File: config.mk
export PLATFORM = sky130hd
export DESIGN_NAME = dma_arbiter
export DESIGN_NICKNAME = d
export VERILOG_FILES = /design/src/rtl/qsic_dma_pkg.sv /design/src/rtl/qbus_sync2.sv /design/src/rtl/dma_arbiter.sv
export SDC_FILE = /design/constraint.sdc
export NUM_CORES = 1
export LEC_CHECK = 0
export CAP_MARGIN = 5
export CORE_MARGIN = 4
export CORE_UTILIZATION = 35
export DETAILED_ROUTE_END_ITERATION = 10
export HOLD_SLACK_MARGIN = 0.12
export PLACE_DENSITY_LB_ADDON = 0.05
export SYNTH_ARGS = -nofsm -noshare
export SYNTH_HDL_FRONTEND = slang
export SYNTH_SLANG_ARGS = --single-unit
File: constraint.sdc
create_clock -name clk -period 2.4 [get_ports clk]
set_input_delay 0.6 -clock clk [delete_from_list [all_inputs] [get_ports clk]]
set_output_delay 0.6 -clock clk [all_outputs]
set_load 0.05 [all_outputs]
File: src/rtl/qsic_dma_pkg.sv
// qsic_dma_pkg: shared state encoding, defaults and round-robin helpers for QSIC arbiters
package qsic_dma_pkg;
  typedef enum logic [2:0] {IDLE, REQ, ACK, MASTER, REL} dma_state_t;
  localparam int DEF_NUM_REQ = 4;
  localparam int DEF_BURST_MAX = 8;
  function automatic int rr_next(input int idx, input int n);
    return (idx + 1) % n;
  endfunction
  function automatic int rr_first(input logic [7:0] req, input int ptr, input int n);
    for (int k = 0; k < n; k++)
      if (req[3'((ptr + k) % n)]) return (ptr + k) % n;
    return ptr;
  endfunction
endpackage

File: src/rtl/qbus_sync2.sv
// qbus_sync2: two-flop synchronizer with asynchronous active-high reset
module qbus_sync2 (
  input  logic clk,
  input  logic reset,
  input  logic d,
  output logic q
);
  logic m;
  always_ff @(posedge clk or posedge reset)
    if (reset) {q, m} <= 2'b00;
    else {q, m} <= {m, d};
endmodule

File: src/rtl/dma_arbiter.sv
// dma_arbiter: Qbus DMR/DMG/SACK bus-master arbitration with round-robin engine selection
module dma_arbiter
  import qsic_dma_pkg::*;
#(
  parameter int NUM_REQ   = DEF_NUM_REQ,
  parameter int BURST_MAX = DEF_BURST_MAX,
  parameter int PTR_W     = 3
) (
  input  logic               clk,
  input  logic               reset,
  input  logic [NUM_REQ-1:0] req,
  input  logic [NUM_REQ-1:0] done,
  input  logic               xfer,
  output logic [NUM_REQ-1:0] gnt,
  output logic               yield,
  output logic               bus_master,
  output logic               bdmr_out,
  output logic               bsack_out,
  input  logic               bdmgi,
  output logic               bdmgo,
  input  logic               bsync_in,
  input  logic               brply_in
);
  localparam logic [7:0] BMAX = 8'(BURST_MAX);
  dma_state_t state;
  logic dmgi_s, sync_s, rply_s, passing;
  logic [PTR_W-1:0] ptr, win, pick, nxt;
  logic [7:0] cnt;
  qbus_sync2 u_dmgi (.clk(clk), .reset(reset), .d(bdmgi), .q(dmgi_s));
  qbus_sync2 u_sync (.clk(clk), .reset(reset), .d(bsync_in), .q(sync_s));
  qbus_sync2 u_rply (.clk(clk), .reset(reset), .d(brply_in), .q(rply_s));
  always_comb begin
    pick = PTR_W'(rr_first(8'(req), int'(ptr), NUM_REQ));
    nxt = PTR_W'(rr_next(int'(win), NUM_REQ));
    bdmr_out = state == REQ;
    bsack_out = state == ACK || state == MASTER;
    bus_master = |gnt;
    yield = cnt == BMAX;
    bdmgo = bdmgi && (passing || (state == IDLE && !(|req)));
  end
  always_ff @(posedge clk or posedge reset)
    if (reset) begin
      state <= IDLE;
      gnt <= '0;
      win <= '0;
      ptr <= '0;
      cnt <= '0;
      passing <= 1'b0;
    end else begin
      passing <= (state == IDLE && bdmgi) || (passing && dmgi_s);
      case (state)
        IDLE: if (|req) state <= REQ;
        REQ: if (dmgi_s && !passing) state <= ACK;
        ACK:
          if (!dmgi_s && !sync_s && !rply_s) begin
            if (|req) begin
              win <= pick;
              gnt <= NUM_REQ'(1) << pick;
              state <= MASTER;
            end else state <= REL;
          end
        MASTER:
          if (|(done & gnt)) begin
            gnt <= '0;
            ptr <= nxt;
            cnt <= '0;
            state <= REL;
          end else if (xfer && cnt != BMAX) cnt <= cnt + 8'd1;
        REL: state <= IDLE;
        default: state <= IDLE;
      endcase
    end
endmodule

==> flow_summary_export.csv, run 1 <==
group,metric,value,unit
synth,avgSynthCellArea,10.69,µm²
pwr,p_int,0.001166,W
clock_tree,path_clk_slew,0.09,ns
clock_tree,cts.path.max_buffers,2,
floorplan,die_h,69.03,µm
floorplan,fp.dieW,69.03,µm
min_path,hp-class,"flop to flop",
synth,async_flop_share,100.0,%
floorplan,coreArea,3468,µm²
grt,grt_pass1_vias,1070,
synth,synth_edf_count,0,
timing,tightest_slew,0.7535,ns
route,vias_per_cell,5.254,
placement,io_buffers,22,
route,ant_nets,0,
floorplan,num_rows,21,
flow_run,maxCapViolations,0,
pwr,clkPwrFrac,18.4,%
pwr,ir_worst_vdd,0.0007580,V
final_layout,drive_gt1_share,20.65,%
pwr,comb_power_share,46.8,%
floorplan,io_pins,23,
clock_tree,clkLatencyLatePin,0.27,ns
clock_tree,cts_root_buf,"clkbuf_8",
synth,syn_nets,138,
final_layout,syn_to_final_growth,33.30,%
pwr,power_leakage,0.7816,nW
route,firstDrtPassIters,4,
floorplan,die_area,4765,µm²
worst_setup_path,cp.arrival,1.70,ns
placement,gp_congestion,0.7722,
timing,whs,0.3545,ns
floorplan,initial_utilization,37.59,%
grt,antenna_found_initial,0,
pwr,p_per_area,1137,nW/µm²
worst_setup_path,crit_path_start_kind,"input pin",
min_path,min_from,"u_dmgi.m$_DFF_PP0_",
final_layout,nNetsFinal,172,
worst_setup_path,r2r_start,"state[0]$_DFFE_PP0P_",
final_layout,n_fill_cell,350,
synth,synth.distinct_cells,41,
timing,period_minus_slack,2.303,ns
synth,ys_top_cells_by_count,"dfrtp_1 (26), a21oi_1 (9), nor2_1 (9), inv_1 (8), xor2_1 (6)",
clock_tree,holdBufCountCts,0,
pwr,pwr-share-seq,34.8,%
clock_tree,cts_tree,"built",
synth,ys_warn_count,0,
timing,clock_skew,0.004756,ns
timing,finalSetupViolCount,0,
route,drt_iter0_drc,28,
synth,yosysMostFrequentCell,"dfrtp_1",
synth,synthCells,122,
pwr,sw_frac_of_total,40.99,%
final_layout,fin_util,50.11,%
worst_setup_path,path_max_fanout,2,
worst_setup_path,end_kind,"output pin",
clock_tree,cts.sinks,26,
synth,synthFlopType,"dfrtp_1",
timing,max_freq,434.2,MHz
synth,ys_seq_area_share,49.90,%
synth,yosys-top-cells-area,"dfrtp_1 (50%), xor2_1 (4.0%), a21oi_1 (3.5%), a32o_1 (3.1%), a22o_1 (2.7%)",
grt,grt_max_degree,27,
timing,finalSetupTns,0,ns
synth,synth-seq-cells,26,
outcome,status,"finished, final reports clean",
clock_tree,htree_levels,1,
route,drt_wl_total,2780,µm
pwr,p_total,0.001976,W
route,wl_per_cell,13.83,µm
synth,yosys.area.top_type_share,49.90,%
final_layout,n_antenna_cell,0,
timing,max_slew_margin,49.58,%
timing,hold_viol,0,
worst_setup_path,cp-startpoint,"req[1]",
grt,grt_pass1_wl,4719,µm
worst_setup_path,cp.required,1.80,ns
timing,rsz0062_at_grt,"no",
grt,grt-ovfl-total,0,
route,drc,0,
timing,timing.final.crit_share,95.97,%
synth,syn_area,1304,µm²
placement,dp_hpwl,2121,µm
pwr,switching_power,0.0008100,W
grt,grt_usage,12.18,%
timing,slew_violations,0,
clock_tree,cts_made_buffers,3,
route,vias,1056,
worst_setup_path,crit_type,"input pin to output pin",
synth,yosysTopAreaCell,"dfrtp_1",
cells by family after synthesis:
family,synth area share [%]
muxes,2.495
buffers and inverters,3.263
DFF,49.90
xor gates and xnor gates,4.703
adders and majority gates,1.919
and+or+nand+nor,19.77
AOI/OAI and AO/OA,17.95
final timing paths:
kind / end / slack, ns / cells after the start
min: u_dmgi.q$_DFF_PP0_ / 0.35 / 0
min in group asynchronous: cnt[7]$_DFFE_PP0P_ / 0.67 / 3
max reg2reg: win[0]$_DFFE_PP0P_ / 0.57 / 3
max: bdmgo / 0.1 / 5
max in group asynchronous: cnt[0]$_DFFE_PP0P_ / 1.46 / 3
min reg2reg: u_dmgi.q$_DFF_PP0_ / 0.35 / 0
worst max-delay path, cell delays in order:
cell and delay, ns:
clkdlybuf4s50_1 0.46, nor4_4 0.22, a21oi_2 0.10, nor2b_2 0.17, buf_12 0.15
repair_timing:
item,CTS,global route
resized for setup,5,2
setup endpoints to repair,2,1
endpoints found under the hold margin,0,0
setup buffers,0,1
pin swaps,1,1
layout make-up:
| cell class | count | area [µm²] | area share (%) |
|---|---|---|---|
| clock buffer | 3 | 41.29 | 2.376 |
| clock inverter | 1 | 30.03 | 1.728 |
| inverter | 8 | 30.03 | 1.728 |
| multi-input combinational | 85 | 623.1 | 35.85 |
| sequential | 26 | 651.9 | 37.51 |
| tap | 46 | 57.56 | 3.312 |
| timing repair buffer | 32 | 304.0 | 17.49 |
flip-flops by register name, summed over array words and instances, names as in the netlist, 2 cells and up:
| name | cells |
|---|---|
| cnt | 8 |
| gnt | 4 |
| ptr | 2 |
| state | 3 |
| win | 2 |
cells in the final DEF (no fill, tap or decap), drive strengths merged, types with 2 or more instances in the layout:
master and n:
dfrtp 26, buf 15, clkdlybuf4s50 14, a21oi 9
nor2 9, inv 8, xor2 6, nand4 5
o21ai 5, a22o 4, a32o 4, nand2 4
nand2b 3, clkbuf 3, dlygate4sd2 3, nor2b 3
nor3 3, or2 2, o22a 2, mux2 2
a211o 2, and3 2, ha 2, or4 2
metal layers:
metal | up-vias | wire length (µm) | GRT usage, %
met3 | 5 | 99 | 2.471
met4 | 0 | 59 | 6.508
li1 | 514 | - | -
met5 | - | 0 | 0
met1 | 517 | 1214 | 14.35
met2 | 20 | 1407 | 20.66
power groups by stage:
stage	logic [W]	registers [W]	clock network (W)
2_1_floorplan	0.000571	0.000729	0
3_3_place_gp	0.000894	0.000697	0
3_5_place_dp	0.000896	0.000699	0
4_1_cts	0.000907	0.000691	0.000378
5_1_grt	0.00100	0.000708	0.000392
6_report	0.000924	0.000688	0.000364
metrics by stage:
step / area, µm² / std cells / setup slack, ns
finish: 1738 / 201 / 0.09669
global route: 1738 / 201 / 0.02285
CTS: 1725 / 200 / 0.005416
detailed placement: 1652 / 196 / -0.07978
global placement: 1652 / 196 / -0.06815
floorplan: 1306 / 122 / 0.05657
(Power assumes the default switching activity.)
==> run 2: changes to the inputs <==
--- a/config.mk
+++ b/config.mk
@@ -8,6 +8,7 @@
 export CAP_MARGIN = 5
 export CORE_MARGIN = 4
 export CORE_UTILIZATION = 35
+export CTS_BUF_LIST = sky130_fd_sc_hd__clkbuf_4
 export DETAILED_ROUTE_END_ITERATION = 10
 export HOLD_SLACK_MARGIN = 0.12
 export PLACE_DENSITY_LB_ADDON = 0.05
==> run 2 against run 1 <==
Effect of this change: critical endpoint unchanged; critical path depth stayed put; via count is 0.47% higher; first-iteration DRC count is 7.1% lower; flip-flop and latch count stayed put; clock skew is 0.0045 ns higher; clock power is 16% lower; combinational power is 3.2% higher; hold slack better by 0.013 ns; sequential power is 2% lower; largest cell class unchanged; largest power group unchanged.
==> flow_summary_export.csv, run 2 (synthesis results as in run 1) <==
group,metric,value,unit
worst_setup_path,r2r_start,"state[0]$_DFFE_PP0P_",
timing,max_freq,434.0,MHz
timing,slew_violations,0,
worst_setup_path,path_max_fanout,2,
timing,hold_viol,0,
timing,finalSetupViolCount,0,
pwr,p_int,0.001119,W
final_layout,n_antenna_cell,0,
worst_setup_path,crit_type,"input pin to output pin",
grt,grt_pass1_vias,1087,
placement,dp_hpwl,2121,µm
route,drc,0,
route,drt_iter0_drc,26,
worst_setup_path,cp-startpoint,"req[1]",
floorplan,num_rows,21,
grt,grt_usage,12.27,%
clock_tree,path_clk_slew,0.15,ns
placement,dpl_worst_slack,-0.07978,ns
pwr,comb_power_share,49.4,%
floorplan,fp.dieW,69.03,µm
route,vias,1061,
worst_setup_path,crit_path_start_kind,"input pin",
pwr,pwr-share-seq,34.9,%
final_layout,reg_top3,"cnt x8, gnt x4, state x3",
floorplan,coreArea,3468,µm²
pwr,switching_power,0.0008117,W
grt,grt_pass1_wl,4802,µm
clock_tree,clkLatencyLatePin,0.33,ns
timing,tightest_slew,0.7777,ns
clock_tree,cts_tree,"built",
route,drt_wl_total,2779,µm
final_layout,drive_gt1_share,20.51,%
clock_tree,holdBufCountCts,0,
clock_tree,cts_root_buf,"clkbuf_4",
flow_run,maxCapViolations,0,
clock_tree,cts.sinks,26,
pwr,sw_frac_of_total,42.04,%
pwr,ir_worst_vdd,0.0007333,V
timing,clock_skew,0.009278,ns
final_layout,largest_reg_flops,8,
pwr,p_per_area,1116,nW/µm²
route,vias_per_cell,5.252,
route,wl_per_cell,13.76,µm
final_layout,nNetsFinal,173,
grt,grt-ovfl-total,0,
grt,grt_max_degree,27,
placement,io_buffers,22,
route,ant_nets,0,
final_layout,layout_common_cells,"dfrtp_1 (26), clkdlybuf4s50_1 (14), buf_4 (14)",
floorplan,initial_utilization,37.59,%
pwr,power_leakage,0.7805,nW
final_layout,final_common_cell,"dfrtp_1",
timing,timing.final.crit_share,96.01,%
pwr,clkPwrFrac,15.7,%
outcome,status,"finished, final reports clean",
timing,period_minus_slack,2.304,ns
worst_setup_path,cp.arrival,1.70,ns
worst_setup_path,r2r_slack,0.56,ns
worst_setup_path,end_kind,"output pin",
timing,rsz0062_at_grt,"no",
min_path,hp-class,"flop to flop",
clock_tree,cts_made_buffers,3,
placement,gp_congestion,0.7722,
floorplan,die_h,69.03,µm
grt,antenna_found_initial,0,
min_path,min_from,"u_dmgi.m$_DFF_PP0_",
timing,max_slew_margin,47.96,%
final_layout,n_fill_cell,351,
floorplan,io_pins,23,
timing,setup_ws,0.09575,ns
final_layout,syn_to_final_growth,32.73,%
worst_setup_path,cp.required,1.80,ns
final_layout,largest_register,"cnt",
timing,finalSetupTns,0,ns
floorplan,die_area,4765,µm²
route,firstDrtPassIters,4,
clock_tree,htree_levels,1,
clock_tree,cts.path.max_buffers,2,
==> run 2: power by group through the flow <==
| stage | registers [W] | clock network, W | logic (W) |
|---|---|---|---|
| CTS | 0.000674 | 0.000313 | 0.000948 |
| detailed placement | 0.000699 | 0 | 0.000896 |
| floorplan | 0.000729 | 0 | 0.000571 |
| global route | 0.000694 | 0.000334 | 0.00103 |
| finish | 0.000673 | 0.000304 | 0.000954 |
| global placement | 0.000697 | 0 | 0.000894 |
==> run 2: what timing repair did <==
item | 4_1_cts | 5_1_grt
cloned | 0 | 0
setup buffers | 2 | 0
pin swaps | 1 | 1
setup endpoints to repair | 2 | 1
gates resized for setup | 5 | 2
==> run 2: cell type report <==
cell class	instances	area (µm²)	area share, %
sequential	26	650.6	37.60
clock inverter	1	30.03	1.735
clock buffer	3	22.52	1.302
tap	46	57.56	3.326
timing repair buffer	33	311.5	18.00
multi-input combinational	85	628.1	36.30
inverter	8	30.03	1.735
==> run 2: path summary, 6_finish.rpt <==
path / depth (start not counted) / endpoint
max: 5 / bdmgo
max in group asynchronous: 3 / ptr[0]$_DFFE_PP0P_
min: 0 / u_dmgi.q$_DFF_PP0_
min reg2reg: 0 / u_dmgi.q$_DFF_PP0_
max reg2reg: 3 / win[0]$_DFFE_PP0P_
min in group asynchronous: 3 / cnt[7]$_DFFE_PP0P_
==> run 2: metal layers <==
layer / up-vias / wire length, µm / part of all wire, % / GRT usage, %
li1: 518 / - / - / -
met2: 25 / 1428 / 51 / 21.40
met3: 5 / 105 / 3.8 / 2.471
met1: 513 / 1199 / 43 / 14.53
met5: - / 0 / 0 / 0
met4: 0 / 45 / 1.6 / 5.206
==> run 2: metrics by stage <==
stage / hold WS [ns] / instance area (µm²) / utilization [%] / total power [W] / std cells
2_1_floorplan: 0.3312 / 1306 / - / 0.001300 / 122
3_3_place_gp: 0.3323 / 1652 / 47.62 / 0.001591 / 196
3_5_place_dp: 0.3364 / 1652 / 47.62 / 0.001595 / 196
4_1_cts: 0.3706 / 1722 / 49.64 / 0.001934 / 202
5_1_grt: 0.3788 / 1730 / 49.89 / 0.002062 / 202
6_report: 0.3675 / 1730 / 49.89 / 0.001931 / 202
==> run 2: worst max-delay path: stages <==
cell and delay, ns:
clkdlybuf4s50_1 0.46, nor4_4 0.23, a21oi_2 0.10, nor2b_2 0.17
buf_12 0.15
